`src/rtl/alu_multicycle.sv`:
```
// Multi-cycle execute-stage ALU. Single-cycle ops are registered on the
// start edge. Unsigned multiply and divide iterate once per clock for WIDTH
// clocks and produce a double-width result.
module alu_multicycle #(
    parameter int WIDTH = 32
) (
    input  logic             clk_i,
    input  logic             rst_i,
    input  logic             start_i,
    input  logic [WIDTH-1:0] data1_i,
    input  logic [WIDTH-1:0] data2_i,
    input  logic [3:0]       ALUCtrl_i,
    output logic [WIDTH-1:0] data_o,
    output logic [WIDTH-1:0] hi_o,
    output logic             Zero_o,
    output logic             busy_o,
    output logic             done_o,
    output logic             divz_o
);
    localparam int CW = $clog2(WIDTH + 1);
    localparam logic [CW-1:0] LAST = CW'(WIDTH - 1);

    localparam logic [3:0] OP_AND = 4'b0000;
    localparam logic [3:0] OP_OR  = 4'b0001;
    localparam logic [3:0] OP_ADD = 4'b0010;
    localparam logic [3:0] OP_MUL = 4'b0011;
    localparam logic [3:0] OP_DIV = 4'b0100;
    localparam logic [3:0] OP_SUB = 4'b0110;
    localparam logic [3:0] OP_SLT = 4'b0111;

    typedef enum logic [1:0] {S_IDLE, S_MUL, S_DIV} state_t;

    state_t           state_q, state_d;
    logic [CW-1:0]    cnt_q, cnt_d;
    // wk_hi: accumulator (mul) / partial remainder (div)
    // wk_lo: multiplier shifting out (mul) / dividend-to-quotient (div)
    // opnd:  multiplicand (mul) / divisor (div)
    logic [WIDTH-1:0] wk_hi_q, wk_hi_d;
    logic [WIDTH-1:0] wk_lo_q, wk_lo_d;
    logic [WIDTH-1:0] opnd_q, opnd_d;
    logic [WIDTH-1:0] data_q, data_d;
    logic [WIDTH-1:0] hi_q, hi_d;
    logic             zero_q, zero_d;
    logic             done_q, done_d;
    logic             divz_q, divz_d;

    logic [WIDTH-1:0] single_res;
    logic [WIDTH:0]   mul_sum;
    logic [WIDTH-1:0] mul_hi_nx, mul_lo_nx;
    logic [WIDTH:0]   div_trial;
    logic [WIDTH-1:0] div_rem_nx, div_quo_nx;

    // Result of the single-cycle ops from the live inputs.
    always_comb begin
        single_res = '0;
        case (ALUCtrl_i)
            OP_ADD:  single_res = data1_i + data2_i;
            OP_SUB:  single_res = data1_i - data2_i;
            OP_AND:  single_res = data1_i & data2_i;
            OP_OR:   single_res = data1_i | data2_i;
            OP_SLT:  single_res = {{(WIDTH-1){1'b0}}, ($signed(data1_i) < $signed(data2_i))};
            default: single_res = '0;
        endcase
    end

    // One shift-add step and one restoring-divide step on the working registers.
    always_comb begin
        mul_sum    = {1'b0, wk_hi_q} + (wk_lo_q[0] ? {1'b0, opnd_q} : '0);
        mul_hi_nx  = mul_sum[WIDTH:1];
        mul_lo_nx  = {mul_sum[0], wk_lo_q[WIDTH-1:1]};
        div_trial  = {wk_hi_q, wk_lo_q[WIDTH-1]} - {1'b0, opnd_q};
        // A divisor of zero never borrows, so the quotient fills with ones
        // and the dividend shifts whole into the remainder.
        if (div_trial[WIDTH]) begin
            div_rem_nx = {wk_hi_q[WIDTH-2:0], wk_lo_q[WIDTH-1]};
            div_quo_nx = {wk_lo_q[WIDTH-2:0], 1'b0};
        end else begin
            div_rem_nx = div_trial[WIDTH-1:0];
            div_quo_nx = {wk_lo_q[WIDTH-2:0], 1'b1};
        end
    end

    // Next-state and result commit; everything holds unless changed below.
    always_comb begin
        state_d = state_q;
        cnt_d   = cnt_q;
        wk_hi_d = wk_hi_q;
        wk_lo_d = wk_lo_q;
        opnd_d  = opnd_q;
        data_d  = data_q;
        hi_d    = hi_q;
        done_d  = 1'b0;
        divz_d  = 1'b0;
        case (state_q)
            S_IDLE: begin
                if (start_i) begin
                    if (ALUCtrl_i == OP_MUL || ALUCtrl_i == OP_DIV) begin
                        state_d = (ALUCtrl_i == OP_MUL) ? S_MUL : S_DIV;
                        cnt_d   = '0;
                        wk_hi_d = '0;
                        wk_lo_d = data1_i;
                        opnd_d  = data2_i;
                    end else begin
                        data_d = single_res;
                        hi_d   = '0;
                        done_d = 1'b1;
                    end
                end
            end
            S_MUL: begin
                cnt_d   = cnt_q + 1'b1;
                wk_hi_d = mul_hi_nx;
                wk_lo_d = mul_lo_nx;
                if (cnt_q == LAST) begin
                    state_d = S_IDLE;
                    data_d  = mul_lo_nx;
                    hi_d    = mul_hi_nx;
                    done_d  = 1'b1;
                end
            end
            S_DIV: begin
                cnt_d   = cnt_q + 1'b1;
                wk_hi_d = div_rem_nx;
                wk_lo_d = div_quo_nx;
                if (cnt_q == LAST) begin
                    state_d = S_IDLE;
                    data_d  = div_quo_nx;
                    hi_d    = div_rem_nx;
                    done_d  = 1'b1;
                    divz_d  = (opnd_q == '0);
                end
            end
            default: state_d = S_IDLE;
        endcase
        zero_d = done_d ? (data_d == '0) : zero_q;
    end

    // State and output registers with synchronous reset.
    always_ff @(posedge clk_i) begin
        if (rst_i) begin
            state_q <= S_IDLE;
            cnt_q   <= '0;
            wk_hi_q <= '0;
            wk_lo_q <= '0;
            opnd_q  <= '0;
            data_q  <= '0;
            hi_q    <= '0;
            zero_q  <= 1'b1;
            done_q  <= 1'b0;
            divz_q  <= 1'b0;
        end else begin
            state_q <= state_d;
            cnt_q   <= cnt_d;
            wk_hi_q <= wk_hi_d;
            wk_lo_q <= wk_lo_d;
            opnd_q  <= opnd_d;
            data_q  <= data_d;
            hi_q    <= hi_d;
            zero_q  <= zero_d;
            done_q  <= done_d;
            divz_q  <= divz_d;
        end
    end

    assign data_o = data_q;
    assign hi_o   = hi_q;
    assign Zero_o = zero_q;
    assign busy_o = (state_q != S_IDLE);
    assign done_o = done_q;
    assign divz_o = divz_q;
endmodule

```
`config.mk`:
```
export PLATFORM = sky130hd
export DESIGN_NAME = alu_multicycle
export DESIGN_NICKNAME = d
export VERILOG_FILES = /design/src/rtl/alu_multicycle.sv
export SDC_FILE = /design/constraint.sdc
export NUM_CORES = 1
export LEC_CHECK = 0
export ABC_AREA = 1
export BUFFER_PORTS_ARGS = -buffer_cell sky130_fd_sc_hd__buf_2
export CAP_MARGIN = 20
export CORE_ASPECT_RATIO = 1.1
export CORE_MARGIN = 3
export CORE_UTILIZATION = 55
export DETAILED_ROUTE_END_ITERATION = 6
export GPL_TIMING_DRIVEN = 0
export PLACE_DENSITY = 0.77
export REMOVE_ABC_BUFFERS = 1
export SLEW_MARGIN = 20
export SYNTH_ARGS = -nofsm -noshare
export SYNTH_HDL_FRONTEND = slang
export SYNTH_SLANG_ARGS = --single-unit
```
`constraint.sdc`:
```
create_clock -name clk_i -period 7.7 [get_ports clk_i]
set_clock_uncertainty 0.2 [all_clocks]
set_input_delay 0.77 -clock clk_i [delete_from_list [all_inputs] [get_ports clk_i]]
set_output_delay 0.77 -clock clk_i [all_outputs]
set_load 0.1 [all_outputs]
```
==> results of run 1 <==
[how the worst max path moves through the flow]
stage	endpoint	slack [ps]	depth (start not counted)
2_1_floorplan	cnt_q[5]$_SDFFE_PP0P_	-20	8
4_1_cts	Zero_o$_SDFFE_PP1P_	3730	17
6_report	Zero_o$_SDFFE_PP1P_	3620	17
3_5_place_dp	Zero_o$_SDFFE_PP1P_	3260	17
3_3_place_gp	cnt_q[5]$_SDFFE_PP0P_	-4070	8
5_1_grt	Zero_o$_SDFFE_PP1P_	3350	17
[placed cells by master (no fill, tap or decap), drive strengths merged, types with 4 or more instances in the layout]
| cell type | count |
|---|---|
| nand2 | 930 |
| inv | 535 |
| a21oi | 342 |
| nor2 | 241 |
| nand3 | 237 |
| ha | 180 |
| o21ai | 178 |
| dfxtp | 171 |
| buf | 149 |
| o22ai | 63 |
| nand4 | 40 |
| nor3 | 31 |
| clkbuf | 22 |
| nand3b | 20 |
| o221ai | 19 |
| o211ai | 16 |
| xor2 | 13 |
| xnor2 | 13 |
| nor4 | 12 |
| o21a | 11 |
| o21bai | 11 |
| clkinv | 11 |
| or2 | 10 |
| a21boi | 9 |
| a21o | 7 |
| and2 | 6 |
| and3 | 6 |
| diode | 5 |
| a211oi | 5 |
| o32ai | 4 |
| fa | 4 |
[metal layers]
layer / track usage / wire, µm / up-vias
met1: 0.457 / 27900 / 10100
met3: 0.0399 / 5180 / 228
met5: 0 / 0 / -
met2: 0.650 / 33200 / 1106
li1: - / - / 10700
met4: 0.212 / 4350 / 0
[power by group through the flow]
stage	Combinational [mW]	Sequential, mW	Clock (mW)
finish	1.25	0.980	0.851
global route	1.37	0.985	0.886
CTS	1.23	0.978	0.852
detailed placement	1.22	0.996	0
global placement	1.16	0.994	0
floorplan	0.771	1.02	0
[Yosys cell counts, types with 4 or more instances]
library cell and count:
nor3_1 31, nand4_1 40, ha_1 180, fa_1 4, a21oi_1 339, a21o_1 7, o221ai_1 19, o21a_1 11
clkinv_1 8, nor2_1 231, o32ai_1 4, buf_2 42, clkbuf_1 74, o21ai_0 152, nor2_2 10, or2_2 8
xor2_1 13, o211ai_1 16, buf_1 13, dfxtp_1 171, nand3_1 235, nand2_1 919, inv_2 18, a21boi_0 6
o21bai_1 11, nand3b_1 20, nor4_1 11, xnor2_1 13, inv_1 517, o22ai_1 62, and2_1 6, nand2_2 10
o21ai_1 26, and3_1 6, a211oi_1 5
[flip-flops by register name, indices dropped and copies added, names as in the netlist]
name     flops
Zero_o       1
cnt_q        6
data_o      32
divz_o       1
done_o       1
hi_o        32
opnd_q      32
state_q      2
wk_hi_q     32
wk_lo_q     32
[cell families (layout without fill, tap and decap cells)]
logic type | Yosys count | count (layout)
other | 0 | 5
AOI/OAI and AO/OA | 677 | 677
and+or+nand+nor | 1535 | 1535
buffers and inverters | 681 | 721
adders and majority gates | 184 | 184
xor gates and xnor gates | 26 | 26
DFF | 171 | 171
[critical path: cells and delay by family]
family / cells / cell delay [ps]
and+or+nand+nor: 13 / 2330
buffers and inverters: 3 / 1060
AOI/OAI and AO/OA: 1 / 100
[layout make-up]
class                      count  area (µm²)
antenna                        5        12.5
clock buffer                  22         464
clock inverter                 7        93.8
fill                        3473       13200
inverter                     543        2040
multi-input combinational   2422       12800
sequential                   171        3420
tap                          432         541
timing repair buffer         149         928
[stage by stage]
stage	area (µm²)	TNS (ps)
floorplan	18200	-22.2
global placement	19400	-165920
detailed placement	19700	0
CTS	20300	0
global route	20300	0
finish	20300	0
==> reports/metrics.yaml, run 1 <==
synthesis:
  ys_ff_latch: 171
  yosys_warnings: 0
  synthMuxAreaShare: 0
  synthCells: 3274
  synth_compound_area_frac: 0.200
  synth_top_family_by_area: "simple AND/OR/NAND/NOR gates"
  syn_avg_cell_area_um2: 5.75
  synth_top_area_frac: 0.183
  yosys-top-cells-area: "nand2_1, dfxtp_1, ha_1"
  synth-xor-area-share: 0.0121
  synth_top_area_cell: "nand2_1"
  yosys.area_share.simple: 0.342
  synth.yosys.seq_area_share: 0.182
  synth_area_um2: 18800
  yosysUniqueCellTypes: 56
  synthAdderAreaFrac: 0.124
  yosys_most_used_dff: "dfxtp_1"
  synthArstFlopShare: 0
  synth-edff-count: 0
power_and_ir_drop:
  p_seq_frac: 0.318
  power.share.clock: 0.276
  leakage_nw: 10.8
  power.internal_mw: 1.77
  p_switching_mw: 1.31
  power.share.combinational: 0.407
  vdd_ir_drop_max_v: 0.000163
  p_sw_frac: 0.426
  power_density_nw_per_um2: 152
  finalPower_mw: 3.09
timing:
  period_needed_ps: 4080
  hold_viol: 0
  worst_pin_slew_ps: 1110
  finalMaxSlewViolations: 0
  min_period_over_period: 0.530
  relSlewSlack: 0.257
  worst_slack_ps: 3620
  max_clock_freq_mhz: 245
  rsz0062_at_grt: "no"
  whs_ps: 259
  setup_violations: 0
critical_path:
  crit_arrival_ps: 4280
  cp_common_cell: "nand2_1"
  slowest_delay_ps: 830
  path_cells: "buf_2 -> nor2_1 -> nand2_1 -> clkinv_1 -> nand2_1 -> o21ai_0 -> inv_1 -> nand3_1 -> nand2_1 -> nand2_1 -> nand2_1 -> nand2_1 -> nor2_1 -> nand2_1 -> nor2_1 -> nand4_1 -> nand2_1"
  cp_data_required_time_ps: 7890
  slowest_stage: "clkinv_1"
  r2r_start: "wk_lo_q[0]$_SDFFE_PP0P_"
  worstPathMaxFanout: 24
  end_kind: "register"
  r2r_cells: 17
  critPathLaunchType: "primary input"
  critical_path_class: "primary input to register"
  rrSetupSlack_ps: 3810
  r2r_end: "hi_o[23]$_SDFFE_PP0P_"
  startpoint: "ALUCtrl_i[2]"
clock_tree:
  cts_buffers: 17
  clkTransAtPathRegs_ps: 70
  cts_sinks: 171
  clock_latency_ps: 450
  cts_tree: "built"
  ctsHoldBuffers: 0
  cts_max_level: 4
  ctsLongestPathBuffers: 2
  cts_root_buf: "clkbuf_16"
  post_cts_buffers: 0
  cts_resized: 0
placement:
  globalplace.congestion: 1.01
  pre_cts_slack_ps: 3260
  hpwl_um: 57100
  io_buffers: 138
  dp_cells: 3717
cells_and_area:
  nNetsFinal: 3559
  final_util: 0.606
  syn2layout_area_growth_pct: 7.90
  finalNonFillerCells: 3751
  drive_gt1_frac: 0.0733
global_routing:
  overflow: 0
  grt_pass1_wl_um: 108000
  antenna_found_initial: 5
  grt_pass1_vias: 20500
  grt.total_usage: 0.375
  grt_max_degree: 70
floorplan:
  boundaryPins: 139
  coreArea_um2: 33500
  die_h_um: 200
  dieArea_um2: 36500
  start_util: 0.561
  std_cell_rows: 70
  die_w_um: 182
worst_hold_path:
  hp-start: "hi_o[13]$_SDFFE_PP0P_"
  hold_depth: 2
  worstHoldPathType: "register to register"
  hold_end: "hi_o[13]$_SDFFE_PP0P_"
status:
  status: "finished with violations"
  violations: "design-rule violations"
detailed_routing:
  first_iter_violations: 2293
  drc: 1
  drt.antenna.violating_nets: 0
  wl_per_cell_um: 18.8
  num_vias: 22100
  first_pass_iters: 7
  routed_wl_um: 70600
  via_per_inst: 5.88
run:
  maxCapViolCount: 0
Power figures use the tool's default switching activity.
==> run 2: changes to the inputs <==
--- a/config.mk
+++ b/config.mk
@@ -13,7 +13,7 @@
 export CORE_UTILIZATION = 55
 export DETAILED_ROUTE_END_ITERATION = 6
 export GPL_TIMING_DRIVEN = 0
-export PLACE_DENSITY = 0.77
+export PLACE_DENSITY = 0.8
 export REMOVE_ABC_BUFFERS = 1
 export SLEW_MARGIN = 20
 export SYNTH_ARGS = -nofsm -noshare
==> constraint.sdc (replaced) <==
create_clock -name clk_i -period 3.4 [get_ports clk_i]
set_clock_uncertainty 0.2 [all_clocks]
set_input_delay 0.34 -clock clk_i [delete_from_list [all_inputs] [get_ports clk_i]]
set_output_delay 0.34 -clock clk_i [all_outputs]
set_load 0.1 [all_outputs]
==> run 2 against run 1 <==
  * The run now ends clean
  * First-iteration DRC count decreased by 3.5%
  * Combinational power increased by 140%
  * Total power rose by 130%
  * Non-clock buffer count up 6
  * Sequential share of layout area fell by 0.20 points
  * Critical path type is now register to register
==> reports/metrics.yaml, run 2 (synthesis gave the netlist of run 1 again) <==
floorplan:
  std_cell_rows: 70
  coreArea_um2: 33500
  dieArea_um2: 36500
  die_w_um: 182
  boundaryPins: 139
  die_h_um: 200
  start_util: 0.561
detailed_routing:
  wl_per_cell_um: 18.6
  num_vias: 21800
  via_per_inst: 5.80
  first_pass_iters: 6
  drc: 0
  drt.antenna.violating_nets: 0
  routed_wl_um: 69900
  first_iter_violations: 2212
run:
  maxCapViolCount: 0
critical_path:
  crit_arrival_ps: 3450
  r2r_start: "state_q[0]$_SDFFE_PP0P_"
  worstPathMaxFanout: 35
  r2r_end: "Zero_o$_SDFFE_PP1P_"
  startpoint: "state_q[0]$_SDFFE_PP0P_"
  critPathLaunchType: "register"
  r2r_cells: 13
  cp_data_required_time_ps: 3540
  rrSetupSlack_ps: 100
  end_kind: "register"
  critical_path_class: "register to register"
global_routing:
  grt.total_usage: 0.369
  grt.met1_usage: 0.448
  grtUsageMet3: 0.0431
  overflow: 0
  antenna_found_initial: 4
  grt_max_degree: 64
  busiest_layer: "met2"
  use_met2: 0.642
  grt_pass1_vias: 20600
  grt_pass1_wl_um: 107000
worst_hold_path:
  hp-start: "data2_i[12]"
  hold_end: "opnd_q[12]$_SDFFE_PP0P_"
  worstHoldPathType: "primary input to register"
  hold_depth: 3
timing:
  min_period_over_period: 0.971
  worst_pin_slew_ps: 1030
  rsz0062_at_grt: "yes"
  period_needed_ps: 3300
  relSlewSlack: 0.314
  finalMaxSlewViolations: 0
  setup_violations: 0
  max_clock_freq_mhz: 303
  hold_viol: 0
clock_tree:
  clock_latency_ps: 450
  cts_root_buf: "clkbuf_16"
  cts_tree: "built"
  cts_sinks: 171
  clkTransAtPathRegs_ps: 70
  cts_max_level: 4
  cts_buffers: 17
  ctsLongestPathBuffers: 2
  ctsHoldBuffers: 0
cells_and_area:
  drive_gt1_frac: 0.0824
  syn2layout_area_growth_pct: 9.25
  final_util: 0.613
  nNetsFinal: 3566
  layout_commonest_cell: "nand2_1"
  most-common-layout-cells: "nand2_1, inv_1, a21oi_1"
power_and_ir_drop:
  finalPower_mw: 7.21
  power_density_nw_per_um2: 351
  vdd_ir_drop_max_v: 0.000360
  leakage_nw: 10.9
placement:
  io_buffers: 138
  globalplace.congestion: 1.04
  hpwl_um: 55800
status:
  status: "complete, no violations"
==> run 2: cell count changes in the layout (fill, tap and decap cells not counted), moves of 3 or more <==
cell	before	now
a21oi_1	339	336
o21ai_0	152	149
clkbuf_1	3	0
a21oi_2	3	6
nand2_1	919	916
inv_6	0	3
buf_4	1	4
nor2_2	10	13
==> run 2: metal layers <==
| layer | vias to the layer above | share of wire |
|---|---|---|
| li1 | 10700 | - |
| met1 | 9955 | 0.40 |
| met2 | 998 | 0.47 |
| met3 | 193 | 0.072 |
| met4 | 0 | 0.058 |
| met5 | - | 0 |
==> run 2: critical path, stage by stage (launching register included) <==
cell     delay (ps)
dfxtp_1         340
inv_1           130
ha_2            640
inv_2           430
buf_12          280
o22ai_1         230
o22ai_1         110
and3_1          160
a21oi_1         250
nor2_1           90
nand2_1          90
nor2_2           70
nand4_1          70
nand2_1          50
==> run 2: final cells by class <==
| class | count | area [µm²] |
|---|---|---|
| fillers | 3391 | 13000 |
| multi-input cells | 2423 | 12900 |
| flip-flops and latches | 171 | 3430 |
| inverters | 543 | 2070 |
| repair buffers | 155 | 1010 |
| well taps | 432 | 541 |
| clock buffers | 19 | 453 |
| clock inverters | 13 | 164 |
| diodes | 4 | 10.0 |
==> run 2: power breakdown <==
group | total (mW) | internal (mW) | switching (mW)
Sequential | 2.21 | 2.12 | 0.0829
Combinational | 2.94 | 0.828 | 2.11
Clock | 2.07 | 1.20 | 0.869
Total | 7.21 | 4.15 | 3.06
==> run 2: worst max-delay path by stage <==
stage | endpoint | slack, ps | depth (start not counted)
4_1_cts | cnt_q[5]$_SDFFE_PP0P_ | 1 | 9
3_3_place_gp | cnt_q[5]$_SDFFE_PP0P_ | -8650 | 8
3_5_place_dp | hi_o[2]$_SDFFE_PP0P_ | -410 | 21
5_1_grt | Zero_o$_SDFFE_PP1P_ | -70 | 13
6_report | Zero_o$_SDFFE_PP1P_ | 100 | 13
2_1_floorplan | cnt_q[5]$_SDFFE_PP0P_ | -4320 | 8
==> run 2: timing repair <==
item,4_1_cts,5_1_grt
endpoints found under the setup margin,66,63
cloned,1,0
pin swaps,2,5
gates resized for setup,8,24
endpoints found under the hold margin,0,0
setup buffers,0,6
==> run 2: metrics by stage <==
| stage | TNS, ps | instance area [µm²] | worst slack [ps] | hold WS [ps] | cells |
|---|---|---|---|---|---|
| 3_5_place_dp | -19150 | 19700 | -406 | 252 | 3717 |
| 6_report | 0 | 20600 | 97.8 | 63.3 | 3760 |
| 2_1_floorplan | -264610 | 18200 | -4320 | 209 | 3136 |
| 4_1_cts | 0 | 20400 | 1.43 | 46.9 | 3750 |
| 3_3_place_gp | -631430 | 19400 | -8650 | 248 | 3706 |
| 5_1_grt | -96.0 | 20600 | -65.8 | 72.7 | 3759 |
